==> src/rtl/mips_mem_pkg.sv <==
`default_nettype none
// ============================================================================
//  Package   : mips_mem_pkg
//  Purpose   : Shared definitions for the load/store front end: access-size
//              encodings, the LSU state type and the default data memory size.
//  Revision  : 1.0 - initial release
// ============================================================================
package mips_mem_pkg;

  // Default data memory size in bytes; addresses at or above it are errors.
  localparam int unsigned MEM_BYTES_DEFAULT = 256;

  // Access size encodings carried on req_size.
  localparam logic [1:0] SZ_BYTE = 2'b00;
  localparam logic [1:0] SZ_HALF = 2'b01;
  localparam logic [1:0] SZ_WORD = 2'b10;
  localparam logic [1:0] SZ_RSVD = 2'b11;

  typedef enum logic [2:0] {
    IDLE = 3'd0,
    RD   = 3'd1,
    CAP  = 3'd2,
    WR   = 3'd3,
    RESP = 3'd4
  } lsu_state_t;

endpackage : mips_mem_pkg
`default_nettype wire

==> src/rtl/mem_lane_align.sv <==
`default_nettype none
// ============================================================================
//  Module    : mem_lane_align
//  Purpose   : Purely combinational big-endian lane logic. Extracts and
//              sign/zero-extends a byte/half/word from a memory word for
//              loads, and merges right-justified store data into the target
//              lane of a memory word for read-modify-write stores.
//  Ports     : word        in  32  memory word (big-endian)
//              off         in   2  byte offset within the word
//              size        in   2  access size (SZ_*)
//              sgn         in   1  sign-extend sub-word loads
//              wdata       in  32  right-justified store data
//              load_data   out 32  extracted/extended load result
//              merged_data out 32  word with the target lane replaced
//  Revision  : 1.0 - initial release
// ============================================================================
module mem_lane_align
  import mips_mem_pkg::*;
(
  input  logic [31:0] word,
  input  logic [1:0]  off,
  input  logic [1:0]  size,
  input  logic        sgn,
  input  logic [31:0] wdata,
  output logic [31:0] load_data,
  output logic [31:0] merged_data
);

  logic [7:0]  byte_lane;
  logic [15:0] half_lane;

  always_comb begin
    // Big-endian: offset 0 is the most significant byte of the word.
    case (off)
      2'd0:    byte_lane = word[31:24];
      2'd1:    byte_lane = word[23:16];
      2'd2:    byte_lane = word[15:8];
      default: byte_lane = word[7:0];
    endcase
    half_lane = off[1] ? word[15:0] : word[31:16];

    load_data   = word;
    merged_data = word;

    case (size)
      SZ_BYTE: begin
        load_data = {{24{sgn & byte_lane[7]}}, byte_lane};
        case (off)
          2'd0:    merged_data[31:24] = wdata[7:0];
          2'd1:    merged_data[23:16] = wdata[7:0];
          2'd2:    merged_data[15:8]  = wdata[7:0];
          default: merged_data[7:0]   = wdata[7:0];
        endcase
      end
      SZ_HALF: begin
        load_data = {{16{sgn & half_lane[15]}}, half_lane};
        if (off[1]) merged_data[15:0]  = wdata[15:0];
        else        merged_data[31:16] = wdata[15:0];
      end
      SZ_WORD: merged_data = wdata;
      default: ;
    endcase
  end

endmodule : mem_lane_align
`default_nettype wire

==> src/rtl/load_store_unit.sv <==
`default_nettype none
// ============================================================================
//  Module    : load_store_unit
//  Purpose   : Multi-cycle load/store front end between the EX/MEM register
//              and a word-wide big-endian data memory with a one-cycle
//              registered read. One request at a time; alignment/range
//              checking; sub-word stores done as read-modify-write.
//  Ports     : clk, rst_n               clock, async active-low reset
//              req_valid/req_ready      request handshake
//              req_write/size/signed    request type
//              req_addr/req_wdata       byte address, right-justified data
//              resp_valid/resp_ready    response handshake
//              resp_rdata/resp_err      load result, error flag
//              mem_addr/mem_wdata       word address and write word
//              mem_read/mem_write       one-cycle memory strobes
//              mem_rdata                read data, valid cycle after mem_read
//  Revision  : 1.0 - initial release
// ============================================================================
module load_store_unit
  import mips_mem_pkg::*;
#(
  parameter int unsigned MEM_BYTES = MEM_BYTES_DEFAULT
) (
  input  logic        clk,
  input  logic        rst_n,
  input  logic        req_valid,
  output logic        req_ready,
  input  logic        req_write,
  input  logic [1:0]  req_size,
  input  logic        req_signed,
  input  logic [31:0] req_addr,
  input  logic [31:0] req_wdata,
  output logic        resp_valid,
  input  logic        resp_ready,
  output logic [31:0] resp_rdata,
  output logic        resp_err,
  output logic [31:0] mem_addr,
  output logic [31:0] mem_wdata,
  output logic        mem_read,
  output logic        mem_write,
  input  logic [31:0] mem_rdata
);

  lsu_state_t  state_q, state_d;
  logic        write_q, write_d;
  logic [1:0]  size_q, size_d;
  logic        signed_q, signed_d;
  logic [1:0]  off_q, off_d;
  logic [31:0] wdata_q, wdata_d;
  logic [31:0] resp_rdata_q, resp_rdata_d;
  logic        resp_err_q, resp_err_d;
  logic [31:0] mem_addr_q, mem_addr_d;
  logic [31:0] mem_wdata_q, mem_wdata_d;

  logic [2:0]  req_bytes;
  logic [32:0] req_end;
  logic        req_err;
  logic [31:0] load_data;
  logic [31:0] merged_data;

  // Request checking. The end address is one bit wider than the address so
  // that a request near 2^32 cannot wrap and slip under the range limit.
  always_comb begin
    case (req_size)
      SZ_BYTE: req_bytes = 3'd1;
      SZ_HALF: req_bytes = 3'd2;
      default: req_bytes = 3'd4;
    endcase
    req_end = {1'b0, req_addr} + {30'd0, req_bytes};
    req_err = (req_size == SZ_RSVD)
           || ((req_size == SZ_HALF) && req_addr[0])
           || ((req_size == SZ_WORD) && (req_addr[1:0] != 2'b00))
           || (req_end > 33'(MEM_BYTES));
  end

  // Lane logic operates on the word returned by the read issued in RD; it is
  // only consumed in CAP, when mem_rdata is valid.
  mem_lane_align u_align (
    .word        (mem_rdata),
    .off         (off_q),
    .size        (size_q),
    .sgn         (signed_q),
    .wdata       (wdata_q),
    .load_data   (load_data),
    .merged_data (merged_data)
  );

  always_comb begin
    state_d      = state_q;
    write_d      = write_q;
    size_d       = size_q;
    signed_d     = signed_q;
    off_d        = off_q;
    wdata_d      = wdata_q;
    resp_rdata_d = resp_rdata_q;
    resp_err_d   = resp_err_q;
    mem_addr_d   = mem_addr_q;
    mem_wdata_d  = mem_wdata_q;

    case (state_q)
      IDLE: begin
        if (req_valid) begin
          write_d      = req_write;
          size_d       = req_size;
          signed_d     = req_signed;
          off_d        = req_addr[1:0];
          wdata_d      = req_wdata;
          mem_addr_d   = {req_addr[31:2], 2'b00};
          resp_rdata_d = 32'd0;
          resp_err_d   = req_err;
          if (req_err) begin
            state_d = RESP;
          end else if (req_write && (req_size == SZ_WORD)) begin
            mem_wdata_d = req_wdata;
            state_d     = WR;
          end else begin
            state_d = RD;
          end
        end
      end
      RD: state_d = CAP;
      CAP: begin
        if (write_q) begin
          mem_wdata_d = merged_data;
          state_d     = WR;
        end else begin
          resp_rdata_d = load_data;
          state_d      = RESP;
        end
      end
      WR: state_d = RESP;
      RESP: begin
        if (resp_ready) state_d = IDLE;
      end
      default: state_d = IDLE;
    endcase
  end

  always_ff @(posedge clk or negedge rst_n) begin
    if (!rst_n) begin
      state_q      <= IDLE;
      write_q      <= 1'b0;
      size_q       <= SZ_BYTE;
      signed_q     <= 1'b0;
      off_q        <= 2'd0;
      wdata_q      <= 32'd0;
      resp_rdata_q <= 32'd0;
      resp_err_q   <= 1'b0;
      mem_addr_q   <= 32'd0;
      mem_wdata_q  <= 32'd0;
    end else begin
      state_q      <= state_d;
      write_q      <= write_d;
      size_q       <= size_d;
      signed_q     <= signed_d;
      off_q        <= off_d;
      wdata_q      <= wdata_d;
      resp_rdata_q <= resp_rdata_d;
      resp_err_q   <= resp_err_d;
      mem_addr_q   <= mem_addr_d;
      mem_wdata_q  <= mem_wdata_d;
    end
  end

  assign req_ready  = (state_q == IDLE);
  assign resp_valid = (state_q == RESP);
  assign mem_read   = (state_q == RD);
  assign mem_write  = (state_q == WR);
  assign resp_rdata = resp_rdata_q;
  assign resp_err   = resp_err_q;
  assign mem_addr   = mem_addr_q;
  assign mem_wdata  = mem_wdata_q;

endmodule : load_store_unit
`default_nettype wire

==> config.mk <==
export PLATFORM = sky130hd
export DESIGN_NAME = load_store_unit
export DESIGN_NICKNAME = d
export VERILOG_FILES = /design/src/rtl/mips_mem_pkg.sv /design/src/rtl/mem_lane_align.sv /design/src/rtl/load_store_unit.sv
export SDC_FILE = /design/constraint.sdc
export NUM_CORES = 1
export LEC_CHECK = 0
export CORE_UTILIZATION = 28
export CTS_CLUSTER_SIZE = 12
export DETAILED_ROUTE_END_ITERATION = 12
export GPL_ROUTABILITY_DRIVEN = 0
export MAX_ROUTING_LAYER = met4
export PLACE_DENSITY = 0.49
export SLEW_MARGIN = 20
export SYNTH_ARGS = -nofsm -noshare
export SYNTH_HDL_FRONTEND = slang
export SYNTH_SLANG_ARGS = --single-unit
==> constraint.sdc <==
create_clock -name clk -period 3.4 [get_ports clk]
set_input_delay 0.68 -clock clk [delete_from_list [all_inputs] [get_ports clk]]
set_output_delay 0.68 -clock clk [all_outputs]
set_load 0.05 [all_outputs]
==> metrics.cfg <==
[layout]
fin_nets = 1256
drive_gt1_share_pct = 21.02
antennaDiodeCount = 0
areaGrowthSynthToFinish_pct = 44.48
layout_commonest_cell = clkdlybuf4s50_1
mostFrequentLayoutCells = clkdlybuf4s50_1 (196), dfrtp_1 (135), buf_4 (88)

[clock_network]
postCtsHoldBufs = 0
clock-root-buffer = clkbuf_16
cts_buffer_depth = 2
cts_num_sinks = 136
clk_pin_slew_ns = 0.07
h-tree-depth = 4
tritoncts = yes
clock_latency_ns = 0.44
cts_buffers = 17

[sta]
relSlewSlack_pct = 35.72
period_minus_slack_ns = 3.279
skew_ns = 0.009296
fin_ws_ns = 0.1206
finalMaxSlewViolations = 0
finalSetupViolCount = 0
setup_tns_ns = 0
clock.fmax_mhz = 304.9
rsz0062_at_grt = false
hold_viol_final = 0
finalCritPeriodShare_pct = 96.45
worst_pin_slew_ns = 0.9642

[grt]
gr-total-overflow = 0
grt_pass1_vias = 8380
use_met1_pct = 30.41
grt_start_max_net_pins = 75
grt_first_pass_wirelength_um = 50250
gr-usage-met2_pct = 32.25
grt_util_all_layers_pct = 21.65
antenna_found_initial = 0
grt.busiest_layer = met2
grtUsageMet3_pct = 3.286

[critical_path]
critPathBufInv = 5
required_ns = 3.71
crit_path_cell_trace = dlygate4sd2_1, buf_6, ha_1, buf_4, o211a_1, nand2_2, buf_4, or3_1, a31o_2, a2111oi_4, and4_4, buf_12, mux2i_1, a311o_1
path_max_fanout = 6
start_kind = input pin
cp_data_arrival_time_ns = 3.59
endpoint_kind = register
path_class = in -> reg
cp_slowest_cell = or3_1
slowest_delay_ns = 0.34
path_common_cell = buf_4
cp_top_family = compound AO/OA/AOI/OAI gates

[drt]
drtIter0Drc = 716
num_vias = 8400
finalWirelength_um = 32290
via_per_inst = 5.416
routedWlPerCell_um = 20.82
dr.pass1.iters = 5
drc_errors = 0
final_antenna_net_count = 0

[synth]
postSynthCellCount = 908
yosysWarningCount = 0
synth_seq_cells = 136
ys_seq_area_share_pct = 39.84
synth-edff-count = 0
synth.avg_cell_area_um2 = 9.407
synth_area_um2 = 8542
synth.distinct_cells = 61
ys.flop_type = dfrtp_1
async_flop_share_pct = 100.0

[die]
coreArea_um2 = 29800
rows = 63
die_w_um = 176.7
die-height_um = 176.7
initial_core_util_pct = 28.67
ioPinCount = 205
die-area_um2 = 31210

[pwr]
cellLeakagePower_uw = 0.004845
ir_drop_mv = 0.3012
power_density_nw_per_um2 = 477.9

[status]
status = finished clean

[run]
maxCapViolations = 0

[placed_design]
hpwl_um = 23720
dp_slack_ns = -0.7139
portBuffers = 202

[min_path]
hp-class = in -> async

-- routing by layer --
metal	vias up	share of wire (%)
li1	3950	-
met1	4135	48
met2	289	45
met3	26	5.4
met4	0	1.7
met5	-	0
-- per-stage QoR --
| step | instance area [um2] | total power, uW | std cells | hold WS, ns | util [%] |
|---|---|---|---|---|---|
| final | 12340 | 5898 | 1551 | 0.2168 | 41.42 |
| after detailed placement | 11590 | 3964 | 1516 | 0.4751 | 38.90 |
| after floorplan | 8546 | 3183 | 909 | 0.3844 | - |
| after CTS | 12260 | 5934 | 1550 | 0.2372 | 41.14 |
| after global routing | 12340 | 6176 | 1551 | 0.2486 | 41.42 |
| after global placement | 11590 | 3965 | 1516 | 0.4653 | 38.89 |
-- state kept, by name, summed over array words and instances (netlist names) --
register    cells
wdata_q        32
signed_q        1
write_q         1
size_q          2
mem_addr       30
state_q         3
resp_err        1
resp_rdata     32
off_q           2
mem_wdata      32
-- cell families (layout without fill, tap and decap cells) --
group | count (synthesis) | count (layout) | synth area share, %
AOI/OAI and AO/OA | 277 | 277 | 22.65
xor gates and xnor gates | 5 | 5 | 0.5128
adders and majority gates | 4 | 4 | 0.6739
buffers and inverters | 97 | 349 | 4.892
DFF | 136 | 136 | 39.84
muxes | 112 | 112 | 14.34
other | 1 | 2 | 0.04390
and+or+nand+nor | 276 | 276 | 17.05
-- area by class of cell --
| class | count | area (um2) |
|---|---|---|
| Clock buffer | 17 | 425.4 |
| Clock inverter | 15 | 177.7 |
| Fill cell | 2948 | 17450 |
| Inverter | 14 | 52.55 |
| Multi-Input combinational cell | 676 | 4841 |
| Sequential cell | 136 | 3405 |
| Tap cell | 390 | 488.0 |
| Timing Repair Buffer | 303 | 2953 |
-- worst register-to-register path: cells and delay by family, from the launching register on --
| family | cells | cell delay (ns) |
|---|---|---|
| and+or+nand+nor | 2 | 0.55 |
| muxes | 1 | 0.19 |
| buffers and inverters | 2 | 0.64 |
| DFF | 1 | 0.70 |
| AOI/OAI and AO/OA | 3 | 0.60 |
-- timing repair --
item	in CTS	in global routing
cloned	1	1
resized for setup	16	10
pin swaps	7	6
setup endpoints to repair	36	36
setup buffers	1	1
-- path summary, 6_finish.rpt --
| check | cells past startpoint | to | slack (ns) | from |
|---|---|---|---|---|
| worst max-delay path | 14 | mem_wdata[13] | 0.12 | req_size[1] |
| worst min-delay path | 1 | wdata_q[30] | 0.22 | rst_n |
| worst max register to register | 8 | mem_wdata[8] | 0.65 | off_q[1] |
| worst min register to register | 2 | resp_rdata[4] | 0.49 | resp_rdata[4] |
| max in group asynchronous | 2 | mem_wdata[22] | 2.44 | rst_n |
| min in group clk | 2 | resp_rdata[4] | 0.49 | resp_rdata[4] |
-- report_power, final --
group	switching [uW]	total [uW]	leakage, uW	internal, uW
clock network	902	1960	0.000290	1050
registers	184	1990	0.00161	1810
logic	1150	1950	0.00294	806
-- cells in the mapped netlist (all sizes together), types with 3 or more instances --
cell type	instances	area, um2
nor2b	3	18.77
nand2	67	251.5
or3	4	25.02
a22o	29	254.0
o21a	8	60.06
nor4	7	43.79
nor2	43	161.4
nand2b	28	175.2
o22ai	3	18.77
o21bai	5	37.54
a2111oi	3	26.28
a21o	7	52.55
mux2i	38	380.4
buf	24	143.9
nand4	39	244.0
mux2	73	822.0
or2	3	18.77
xor2	3	26.28
o211ai	31	232.7
dfrtp	136	3403
a21oi	56	280.3
or3b	10	87.58
clkbuf	59	221.5
and4	5	43.79
and3	5	31.28
a221oi	30	262.8
nor3	33	165.2
and2	6	37.54
a211oi	18	135.1
inv	14	52.55
a31oi	6	37.54
a22oi	18	135.1
nand3	12	60.06
nor3b	3	22.52
o21ai	43	215.2
o32ai	8	70.07
ha	3	37.54
(Power assumes the default switching activity.)
